## config.mk

```make
export PLATFORM = sky130hd
export DESIGN_NAME = rv32i_decode
export DESIGN_NICKNAME = d
export VERILOG_FILES = /design/src/rtl/rv32i_pkg.sv /design/src/rtl/rv32i_imm_gen.sv /design/src/rtl/rv32i_decode.sv
export SDC_FILE = /design/constraint.sdc
export NUM_CORES = 1
export LEC_CHECK = 0
export ABC_AREA = 1
export CORE_UTILIZATION = 50
export DETAILED_ROUTE_END_ITERATION = 8
export PLACE_DENSITY_LB_ADDON = 0.2
export REMOVE_ABC_BUFFERS = 1
export SLEW_MARGIN = 30
export SYNTH_ARGS = -nofsm -noshare
export SYNTH_HDL_FRONTEND = slang
export SYNTH_SLANG_ARGS = --single-unit
```

## constraint.sdc

```tcl
create_clock -name clk_i -period 3 [get_ports clk_i]
set_input_delay 0.6 -clock clk_i [delete_from_list [all_inputs] [get_ports clk_i]]
set_output_delay 0.6 -clock clk_i [all_outputs]
set_load 0.01 [all_outputs]
```

## src/rtl/rv32i_pkg.sv

```systemverilog
// Shared opcode/funct3 constants, immediate-format enum and the decoded control bundle.
// The csr field exists only when RV32I_DECODE_ZICSR_EN is defined.
package rv32i_pkg;

  localparam logic [6:0] OPC_LUI      = 7'b0110111;
  localparam logic [6:0] OPC_AUIPC    = 7'b0010111;
  localparam logic [6:0] OPC_JAL      = 7'b1101111;
  localparam logic [6:0] OPC_JALR     = 7'b1100111;
  localparam logic [6:0] OPC_BRANCH   = 7'b1100011;
  localparam logic [6:0] OPC_LOAD     = 7'b0000011;
  localparam logic [6:0] OPC_STORE    = 7'b0100011;
  localparam logic [6:0] OPC_OP_IMM   = 7'b0010011;
  localparam logic [6:0] OPC_OP       = 7'b0110011;
  localparam logic [6:0] OPC_MISC_MEM = 7'b0001111;
  localparam logic [6:0] OPC_SYSTEM   = 7'b1110011;

  localparam logic [2:0] F3_LB  = 3'd0;
  localparam logic [2:0] F3_LH  = 3'd1;
  localparam logic [2:0] F3_LW  = 3'd2;
  localparam logic [2:0] F3_LBU = 3'd4;
  localparam logic [2:0] F3_LHU = 3'd5;

  localparam logic [2:0] F3_SB = 3'd0;
  localparam logic [2:0] F3_SH = 3'd1;
  localparam logic [2:0] F3_SW = 3'd2;

  localparam logic [2:0] F3_BEQ  = 3'd0;
  localparam logic [2:0] F3_BNE  = 3'd1;
  localparam logic [2:0] F3_BLT  = 3'd4;
  localparam logic [2:0] F3_BGE  = 3'd5;
  localparam logic [2:0] F3_BLTU = 3'd6;
  localparam logic [2:0] F3_BGEU = 3'd7;

  localparam logic [2:0] F3_SLL = 3'd1;
  localparam logic [2:0] F3_SRX = 3'd5;
  localparam logic [2:0] F3_ADD = 3'd0;
  localparam logic [2:0] F3_PRIV = 3'd0;

  typedef enum logic [2:0] {
    IMM_I, IMM_S, IMM_B, IMM_U, IMM_J, IMM_Z, IMM_NONE
  } imm_fmt_t;

  typedef struct packed {
    logic reg_write;
    logic mem_read;
    logic mem_write;
    logic branch;
    logic jal;
    logic jalr;
    logic lui;
    logic auipc;
    logic system;
    logic illegal;
`ifdef RV32I_DECODE_ZICSR_EN
    logic csr;
`endif
  } ctrl_t;

endpackage

```

## src/rtl/rv32i_imm_gen.sv

```systemverilog
// Combinational immediate builder: selects and sign-extends the immediate field
// of a 32-bit RV32I instruction according to the decoded format.
module rv32i_imm_gen
  import rv32i_pkg::*;
#(
  parameter int unsigned XLEN = 32,
  parameter int unsigned ILEN = 32
) (
  input  logic [ILEN-1:0] instruction_i,
  input  imm_fmt_t        fmt_i,
  output logic [XLEN-1:0] imm_o
);

  logic [31:0] i;
  logic [31:0] imm32;

  assign i = instruction_i[31:0];

  always_comb begin
    imm32 = '0;
    unique case (fmt_i)
      IMM_I:   imm32 = {{20{i[31]}}, i[31:20]};
      IMM_S:   imm32 = {{20{i[31]}}, i[31:25], i[11:7]};
      IMM_B:   imm32 = {{19{i[31]}}, i[31], i[7], i[30:25], i[11:8], 1'b0};
      IMM_U:   imm32 = {i[31:12], 12'b0};
      IMM_J:   imm32 = {{11{i[31]}}, i[31], i[19:12], i[20], i[30:21], 1'b0};
      IMM_Z:   imm32 = {27'b0, i[19:15]};
      default: imm32 = '0;
    endcase
  end

  assign imm_o = XLEN'($signed(imm32));

endmodule

```

## src/rtl/rv32i_decode.sv

```systemverilog
// Decode stage: registers the decoded control bundle and owns load-use hazard
// detection (one bubble, stall_o back-pressures fetch). CSR decode under RV32I_DECODE_ZICSR_EN.
module rv32i_decode
  import rv32i_pkg::*;
#(
  parameter int unsigned XLEN = 32,
  parameter int unsigned ILEN = 32
) (
  input  logic            clk_i,
  input  logic            reset_ni,
  input  logic            clear_i,
  input  logic            advance_i,
  input  logic            valid_i,
  input  logic [XLEN-1:0] pc_i,
  input  logic [ILEN-1:0] instruction_i,
  output logic            stall_o,
  output logic            valid_o,
  output logic [XLEN-1:0] pc_o,
  output logic [4:0]      rs1_o,
  output logic [4:0]      rs2_o,
  output logic [4:0]      rd_o,
  output logic [XLEN-1:0] imm_o,
  output logic [2:0]      funct3_o,
  output logic            alu_alt_o,
  output logic            reg_write_o,
  output logic            mem_read_o,
  output logic            mem_write_o,
  output logic            branch_o,
  output logic            jal_o,
  output logic            jalr_o,
  output logic            lui_o,
  output logic            auipc_o,
  output logic            system_o,
`ifdef RV32I_DECODE_ZICSR_EN
  output logic            csr_o,
  output logic [11:0]     csr_addr_o,
`endif
  output logic            illegal_o
);

  logic [6:0]      opcode;
  logic [2:0]      funct3;
  logic [6:0]      funct7;
  logic [4:0]      rs1, rs2, rd;
  ctrl_t           dec;
  ctrl_t           ctrl_q;
  imm_fmt_t        fmt;
  logic            legal, uses_rs1, uses_rs2, alt;
  logic [XLEN-1:0] imm;
  logic            ld_pending;
  logic [4:0]      ld_rd;

  assign opcode = instruction_i[6:0];
  assign funct3 = instruction_i[14:12];
  assign funct7 = instruction_i[31:25];
  assign rd     = instruction_i[11:7];
  assign rs1    = instruction_i[19:15];
  assign rs2    = instruction_i[24:20];

  always_comb begin
    dec      = '0;
    fmt      = IMM_NONE;
    legal    = 1'b0;
    uses_rs1 = 1'b1;
    uses_rs2 = 1'b0;
    alt      = 1'b0;
    unique case (opcode)
      OPC_LUI:   begin legal = 1'b1; dec.lui = 1'b1; dec.reg_write = 1'b1; fmt = IMM_U; uses_rs1 = 1'b0; end
      OPC_AUIPC: begin legal = 1'b1; dec.auipc = 1'b1; dec.reg_write = 1'b1; fmt = IMM_U; uses_rs1 = 1'b0; end
      OPC_JAL:   begin legal = 1'b1; dec.jal = 1'b1; dec.reg_write = 1'b1; fmt = IMM_J; uses_rs1 = 1'b0; end
      OPC_JALR: begin
        legal = (funct3 == F3_ADD);
        dec.jalr = 1'b1; dec.reg_write = 1'b1; fmt = IMM_I;
      end
      OPC_BRANCH: begin
        legal = (funct3 == F3_BEQ) || (funct3 == F3_BNE) || (funct3 == F3_BLT) ||
                (funct3 == F3_BGE) || (funct3 == F3_BLTU) || (funct3 == F3_BGEU);
        dec.branch = 1'b1; fmt = IMM_B; uses_rs2 = 1'b1;
      end
      OPC_LOAD: begin
        legal = (funct3 == F3_LB) || (funct3 == F3_LH) || (funct3 == F3_LW) ||
                (funct3 == F3_LBU) || (funct3 == F3_LHU);
        dec.mem_read = 1'b1; dec.reg_write = 1'b1; fmt = IMM_I;
      end
      OPC_STORE: begin
        legal = (funct3 == F3_SB) || (funct3 == F3_SH) || (funct3 == F3_SW);
        dec.mem_write = 1'b1; fmt = IMM_S; uses_rs2 = 1'b1;
      end
      OPC_OP_IMM: begin
        dec.reg_write = 1'b1; fmt = IMM_I;
        if (funct3 == F3_SLL)      legal = (funct7 == 7'h00);
        else if (funct3 == F3_SRX) legal = (funct7 == 7'h00) || (funct7 == 7'h20);
        else                       legal = 1'b1;
        alt = ((funct3 == F3_SLL) || (funct3 == F3_SRX)) && instruction_i[30];
      end
      OPC_OP: begin
        dec.reg_write = 1'b1; uses_rs2 = 1'b1; alt = instruction_i[30];
        legal = (funct7 == 7'h00) ||
                ((funct7 == 7'h20) && ((funct3 == F3_ADD) || (funct3 == F3_SRX)));
      end
      OPC_MISC_MEM: begin legal = 1'b1; fmt = IMM_I; end
      OPC_SYSTEM: begin
        dec.system = 1'b1; fmt = IMM_I;
`ifdef RV32I_DECODE_ZICSR_EN
        if (funct3 == F3_PRIV) legal = 1'b1;
        else if (funct3 != 3'd4) begin
          legal = 1'b1; dec.csr = 1'b1; dec.reg_write = (rd != 5'd0); fmt = IMM_Z;
        end
`else
        legal = (funct3 == F3_PRIV);
`endif
      end
      default: legal = 1'b0;
    endcase
    if (instruction_i[1:0] != 2'b11) legal = 1'b0;
    // An illegal instruction still issues, but only as a trap marker.
    if (!legal) begin
      dec         = '0;
      dec.illegal = 1'b1;
    end
  end

  rv32i_imm_gen #(.XLEN(XLEN), .ILEN(ILEN)) u_imm_gen (
    .instruction_i (instruction_i),
    .fmt_i         (fmt),
    .imm_o         (imm)
  );

  assign stall_o = valid_i & ld_pending & !clear_i &
                   ((uses_rs1 & (rs1 == ld_rd)) | (uses_rs2 & (rs2 == ld_rd)));

  always_ff @(posedge clk_i or negedge reset_ni) begin
    if (!reset_ni) begin
      valid_o    <= 1'b0;
      pc_o       <= '0;
      rs1_o      <= '0;
      rs2_o      <= '0;
      rd_o       <= '0;
      imm_o      <= '0;
      funct3_o   <= '0;
      alu_alt_o  <= 1'b0;
      ctrl_q     <= '0;
      ld_pending <= 1'b0;
      ld_rd      <= '0;
`ifdef RV32I_DECODE_ZICSR_EN
      csr_addr_o <= '0;
`endif
    end else if (clear_i) begin
      valid_o    <= 1'b0;
      ld_pending <= 1'b0;
    end else if (advance_i) begin
      if (stall_o) begin
        // Bubble: the held instruction is re-presented by fetch next cycle.
        valid_o    <= 1'b0;
        ctrl_q     <= '0;
        rd_o       <= '0;
        ld_pending <= 1'b0;
      end else begin
        valid_o    <= valid_i;
        pc_o       <= pc_i;
        rs1_o      <= rs1;
        rs2_o      <= rs2;
        rd_o       <= (valid_i && dec.reg_write) ? rd : 5'd0;
        imm_o      <= imm;
        funct3_o   <= funct3;
        alu_alt_o  <= alt;
        ctrl_q     <= valid_i ? dec : '0;
        ld_pending <= valid_i & dec.mem_read & (rd != 5'd0);
        ld_rd      <= rd;
`ifdef RV32I_DECODE_ZICSR_EN
        csr_addr_o <= instruction_i[31:20];
`endif
      end
    end
  end

  assign reg_write_o = ctrl_q.reg_write;
  assign mem_read_o  = ctrl_q.mem_read;
  assign mem_write_o = ctrl_q.mem_write;
  assign branch_o    = ctrl_q.branch;
  assign jal_o       = ctrl_q.jal;
  assign jalr_o      = ctrl_q.jalr;
  assign lui_o       = ctrl_q.lui;
  assign auipc_o     = ctrl_q.auipc;
  assign system_o    = ctrl_q.system;
  assign illegal_o   = ctrl_q.illegal;
`ifdef RV32I_DECODE_ZICSR_EN
  assign csr_o       = ctrl_q.csr;
`endif

endmodule

```

==> metrics.txt <==
# TYPE chip_impl_metric gauge
chip_impl_metric{name="drt-wirelength-per-cell",unit="um"} 14.8
chip_impl_metric{name="max-cap-violations",unit=""} 0
chip_impl_metric{name="detail_route.drc_violations",unit=""} 0
chip_impl_metric{name="clock_insertion_delay_worst_skew",unit="ps"} 370
chip_impl_metric{name="first_global_vias",unit=""} 4720
chip_impl_metric{name="final_core_occ",unit=""} 0.748
chip_impl_info{name="critPathMostFrequentCell",value="sky130_fd_sc_hd__nand2_2"} 1
chip_impl_metric{name="synth.top_cell.area_share",unit=""} 0.508
chip_impl_metric{name="maximum_number_of_pins_on_one_net_before_global_route_repair",unit=""} 71
chip_impl_info{name="reg2reg_from",value="ld_rd[1]"} 1
chip_impl_metric{name="cts_hold_repair.buffers",unit=""} 0
chip_impl_metric{name="viasPerCell",unit=""} 5.10
chip_impl_metric{name="final_cell_count_no_fill",unit=""} 943
chip_impl_metric{name="die_width",unit="um"} 101
chip_impl_metric{name="irDropWorstVdd",unit="mV"} 0.325
chip_impl_metric{name="yosysWarnings",unit=""} 0
chip_impl_metric{name="syn_area",unit="um^2"} 4920
chip_impl_metric{name="detail-route-antenna-nets",unit=""} 0
chip_impl_metric{name="total_power",unit="mW"} 3.08
chip_impl_metric{name="clock_edge_transition_at_the_registers_on_the_reported_setup_and_hold_paths",unit="ps"} 90
chip_impl_metric{name="timing.reg2reg.worst_path_depth",unit=""} 10
chip_impl_info{name="worst_r2r_endpoint",value="imm_o[8]"} 1
chip_impl_metric{name="final_layout_size_suffix_gt1_frac",unit=""} 0.0860
chip_impl_metric{name="final-hold-violation-count",unit=""} 0
chip_impl_metric{name="worstMarginPinSlew",unit="ps"} 605
chip_impl_metric{name="critical_path.max_fanout",unit=""} 4
chip_impl_metric{name="post_synth_num_cell_types",unit=""} 36
chip_impl_metric{name="fp.coreArea",unit="um^2"} 9370
chip_impl_metric{name="numPortBuffers",unit=""} 163
chip_impl_metric{name="layout.nets",unit=""} 879
chip_impl_metric{name="grt_antenna_before_repair",unit=""} 0
chip_impl_metric{name="post-route-period-util",unit=""} 0.861
chip_impl_metric{name="cts_htree_levels",unit=""} 3
chip_impl_info{name="ys_top_cells_by_area",value="sky130_fd_sc_hd__dfrtp_1 (51%), sky130_fd_sc_hd__nand2_1 (21%), sky130_fd_sc_hd__o21ai_0 (6.6%)"} 1
chip_impl_metric{name="worst-endpoint-required",unit="ps"} 2400
chip_impl_metric{name="synth_sequential_area_ratio",unit=""} 0.508
chip_impl_info{name="post-synth-top-area-cell",value="sky130_fd_sc_hd__dfrtp_1"} 1
chip_impl_metric{name="pre_cts_slack",unit="ps"} 53.6
chip_impl_metric{name="final.setup.tns",unit="ps"} 0
chip_impl_metric{name="design.portCount",unit=""} 164
chip_impl_metric{name="first_pass_iters",unit=""} 6
chip_impl_info{name="status",value="finished, final reports clean"} 1
chip_impl_metric{name="place_inst",unit=""} 927
chip_impl_metric{name="wire_length_of_the_first_global_routing_pass",unit="mm"} 22.5
chip_impl_metric{name="syn_to_final_growth",unit="%"} 42.3
chip_impl_metric{name="power_per_cell_area",unit="nW/um^2"} 440
chip_impl_metric{name="timing.critical_path.arrival",unit="ps"} 1980
chip_impl_info{name="ctsRootBufferMaster",value="sky130_fd_sc_hd__clkbuf_8"} 1
chip_impl_metric{name="syn_inst",unit=""} 641
chip_impl_info{name="grt_setup_unrepaired",value="no"} 1
chip_impl_metric{name="antennaDiodeCount",unit=""} 0
chip_impl_metric{name="hpwlAfterDp",unit="mm"} 10.1
chip_impl_metric{name="timing.final.max_slew_violations",unit=""} 0
chip_impl_metric{name="initial_core_util",unit=""} 0.526
chip_impl_metric{name="final-setup-viol-count",unit=""} 0
chip_impl_metric{name="die-area",unit="um^2"} 10300
chip_impl_info{name="cp_slowest_cell",value="sky130_fd_sc_hd__clkdlybuf4s50_1"} 1
chip_impl_metric{name="number_of_clock_buffers_inserted_by_tritoncts",unit=""} 9
chip_impl_metric{name="average_instance_area_after_synthesis",unit="um^2"} 7.68
chip_impl_metric{name="track_usage",unit=""} 0.285
chip_impl_info{name="endpoint_kind",value="output port"} 1
chip_impl_metric{name="globalplace.congestion",unit=""} 0.914
chip_impl_metric{name="detailroute.via_count",unit=""} 4813
chip_impl_metric{name="r2r_setup_slack",unit="ps"} 1020
chip_impl_info{name="path_cells",value="clkdlybuf4s50_1, nand2_2, nor2_1, nand2_4, nand2_1, o21ai_2, nand2_2, inv_1, dlymetal6s2s_1"} 1
chip_impl_metric{name="die_y",unit="um"} 101
chip_impl_metric{name="max_freq",unit="MHz"} 387
chip_impl_metric{name="ctsLongestPathBuffers",unit=""} 2
chip_impl_metric{name="wl",unit="mm"} 14.0
chip_impl_metric{name="cts_num_sinks",unit=""} 100
chip_impl_info{name="worst-setup-path-type",value="input pin to output port"} 1
chip_impl_metric{name="yosys_register_bits",unit=""} 100
chip_impl_metric{name="p_leak",unit="nW"} 3.61
chip_impl_info{name="timing.hold.worst.class",value="input pin to async pin"} 1
chip_impl_info{name="cp-start-kind",value="input pin"} 1
chip_impl_info{name="cts_tree",value="yes"} 1
chip_impl_metric{name="critical-path-max-stage-delay",unit="ps"} 470
chip_impl_metric{name="std_cell_rows",unit=""} 35
chip_impl_metric{name="layout_min_cycle_time",unit="ps"} 2580
chip_impl_metric{name="max_slew_margin",unit=""} 0.597
chip_impl_metric{name="postLayoutSetupSlackWorst",unit="ps"} 417
chip_impl_metric{name="finalClockSkew",unit="ps"} 14.1
chip_impl_metric{name="overflow",unit=""} 0
chip_impl_metric{name="detailedRoute.firstIterationViolations",unit=""} 288
[cell usage after synthesis]
library cell                 n
sky130_fd_sc_hd__a21oi_1     7
sky130_fd_sc_hd__a21oi_2     1
sky130_fd_sc_hd__a21oi_4     1
sky130_fd_sc_hd__a22oi_1     1
sky130_fd_sc_hd__a311oi_1    1
sky130_fd_sc_hd__a31oi_1     1
sky130_fd_sc_hd__buf_2      15
sky130_fd_sc_hd__buf_4       1
sky130_fd_sc_hd__buf_6       3
sky130_fd_sc_hd__clkbuf_1    7
sky130_fd_sc_hd__clkbuf_2    2
sky130_fd_sc_hd__clkinv_1    1
sky130_fd_sc_hd__dfrtp_1   100
sky130_fd_sc_hd__inv_1      44
sky130_fd_sc_hd__inv_2       5
sky130_fd_sc_hd__inv_4       1
sky130_fd_sc_hd__nand2_1   280
sky130_fd_sc_hd__nand2_2     5
sky130_fd_sc_hd__nand2_4     2
sky130_fd_sc_hd__nand3_1    15
sky130_fd_sc_hd__nand4_1     3
sky130_fd_sc_hd__nor2_1     27
sky130_fd_sc_hd__nor2_2      1
sky130_fd_sc_hd__nor2_4      2
sky130_fd_sc_hd__nor2_8      1
sky130_fd_sc_hd__nor3_1      3
sky130_fd_sc_hd__o21ai_0    65
sky130_fd_sc_hd__o21ai_1    15
sky130_fd_sc_hd__o21ai_2     1
sky130_fd_sc_hd__o21bai_1    8
sky130_fd_sc_hd__o22ai_1     2
sky130_fd_sc_hd__o41ai_1     2
sky130_fd_sc_hd__or2_0       2
sky130_fd_sc_hd__or2_2       9
sky130_fd_sc_hd__xnor2_1     1
sky130_fd_sc_hd__xor2_1      6
[sequential cells by signal, summed over array words and instances, names as in the netlist, 3 cells and up]
| name | count |
|---|---|
| funct3_o | 3 |
| imm_o | 32 |
| ld_rd | 5 |
| pc_o | 32 |
| rd_o | 5 |
| rs1_o | 5 |
| rs2_o | 5 |
[how the worst max path moves through the flow]
stage / startpoint / end / depth (start not counted)
2_1_floorplan: instruction_i[4] / rd_o[2] / 8
3_3_place_gp: instruction_i[1] / stall_o / 10
3_5_place_dp: instruction_i[3] / stall_o / 11
4_1_cts: instruction_i[3] / stall_o / 11
5_1_grt: instruction_i[1] / stall_o / 9
6_report: instruction_i[1] / stall_o / 9
[critical path, delay by kind of cell]
family	cells	cell delay [ps]
AOI/OAI and AO/OA	1	90
buffers and inverters	3	680
and+or+nand+nor	5	620
[cell type report]
type,count,area (um^2)
Timing Repair Buffer,186,1850
Clock inverter,6,87.6
Sequential cell,100,2500
Multi-Input combinational cell,462,2080
Clock buffer,9,124
Tap cell,129,161
Inverter,51,194
Fill cell,750,2360
[layer usage]
layer / vias to the layer above / GRT usage / part of all wire
met3: 19 / 0.0614 / 0.078
met1: 2259 / 0.353 / 0.42
li1: 2335 / - / -
met4: 0 / 0.119 / 0.020
met5: - / 0 / 0
met2: 200 / 0.484 / 0.48
[cells by family after synthesis]
logic type / Yosys count / synth area share
simple gates: 350 / 0.291
compound gates: 105 / 0.118
flops: 100 / 0.508
buf+inv: 79 / 0.0704
xor+xnor: 7 / 0.0124
[layout by cell type, fill, tap and decap left out, drive strengths merged, types with 3 or more instances in the layout]
master / synthesis / final
nand2: 287 / 287
clkdlybuf4s50: 0 / 161
dfrtp: 100 / 100
o21ai: 81 / 81
inv: 50 / 51
nor2: 31 / 31
buf: 19 / 24
nand3: 15 / 15
or2: 11 / 11
clkbuf: 9 / 9
a21oi: 9 / 9
o21bai: 8 / 8
xor2: 6 / 6
clkinv: 1 / 4
nand4: 3 / 3
nor3: 3 / 3
[per-stage QoR]
stage	hold slack, ps	area (um^2)
global route	257	7010
detailed placement	464	6780
global placement	461	6780
floorplan	304	4770
CTS	245	6990
finish	214	7010
[report_power, final]
part / leakage (nW) / internal (mW) / switching, mW / total [mW]
Combinational: 2.19 / 0.330 / 0.299 / 0.629
Clock: 0.109 / 0.467 / 0.472 / 0.939
Sequential: 1.31 / 1.45 / 0.0623 / 1.51
[timing repair]
action                     in CTS  in global routing
setup buffers                   0                  1
resized for setup               0                  3
setup endpoints to repair       0                  1
Note: power is estimated with default switching activity, not from simulation.
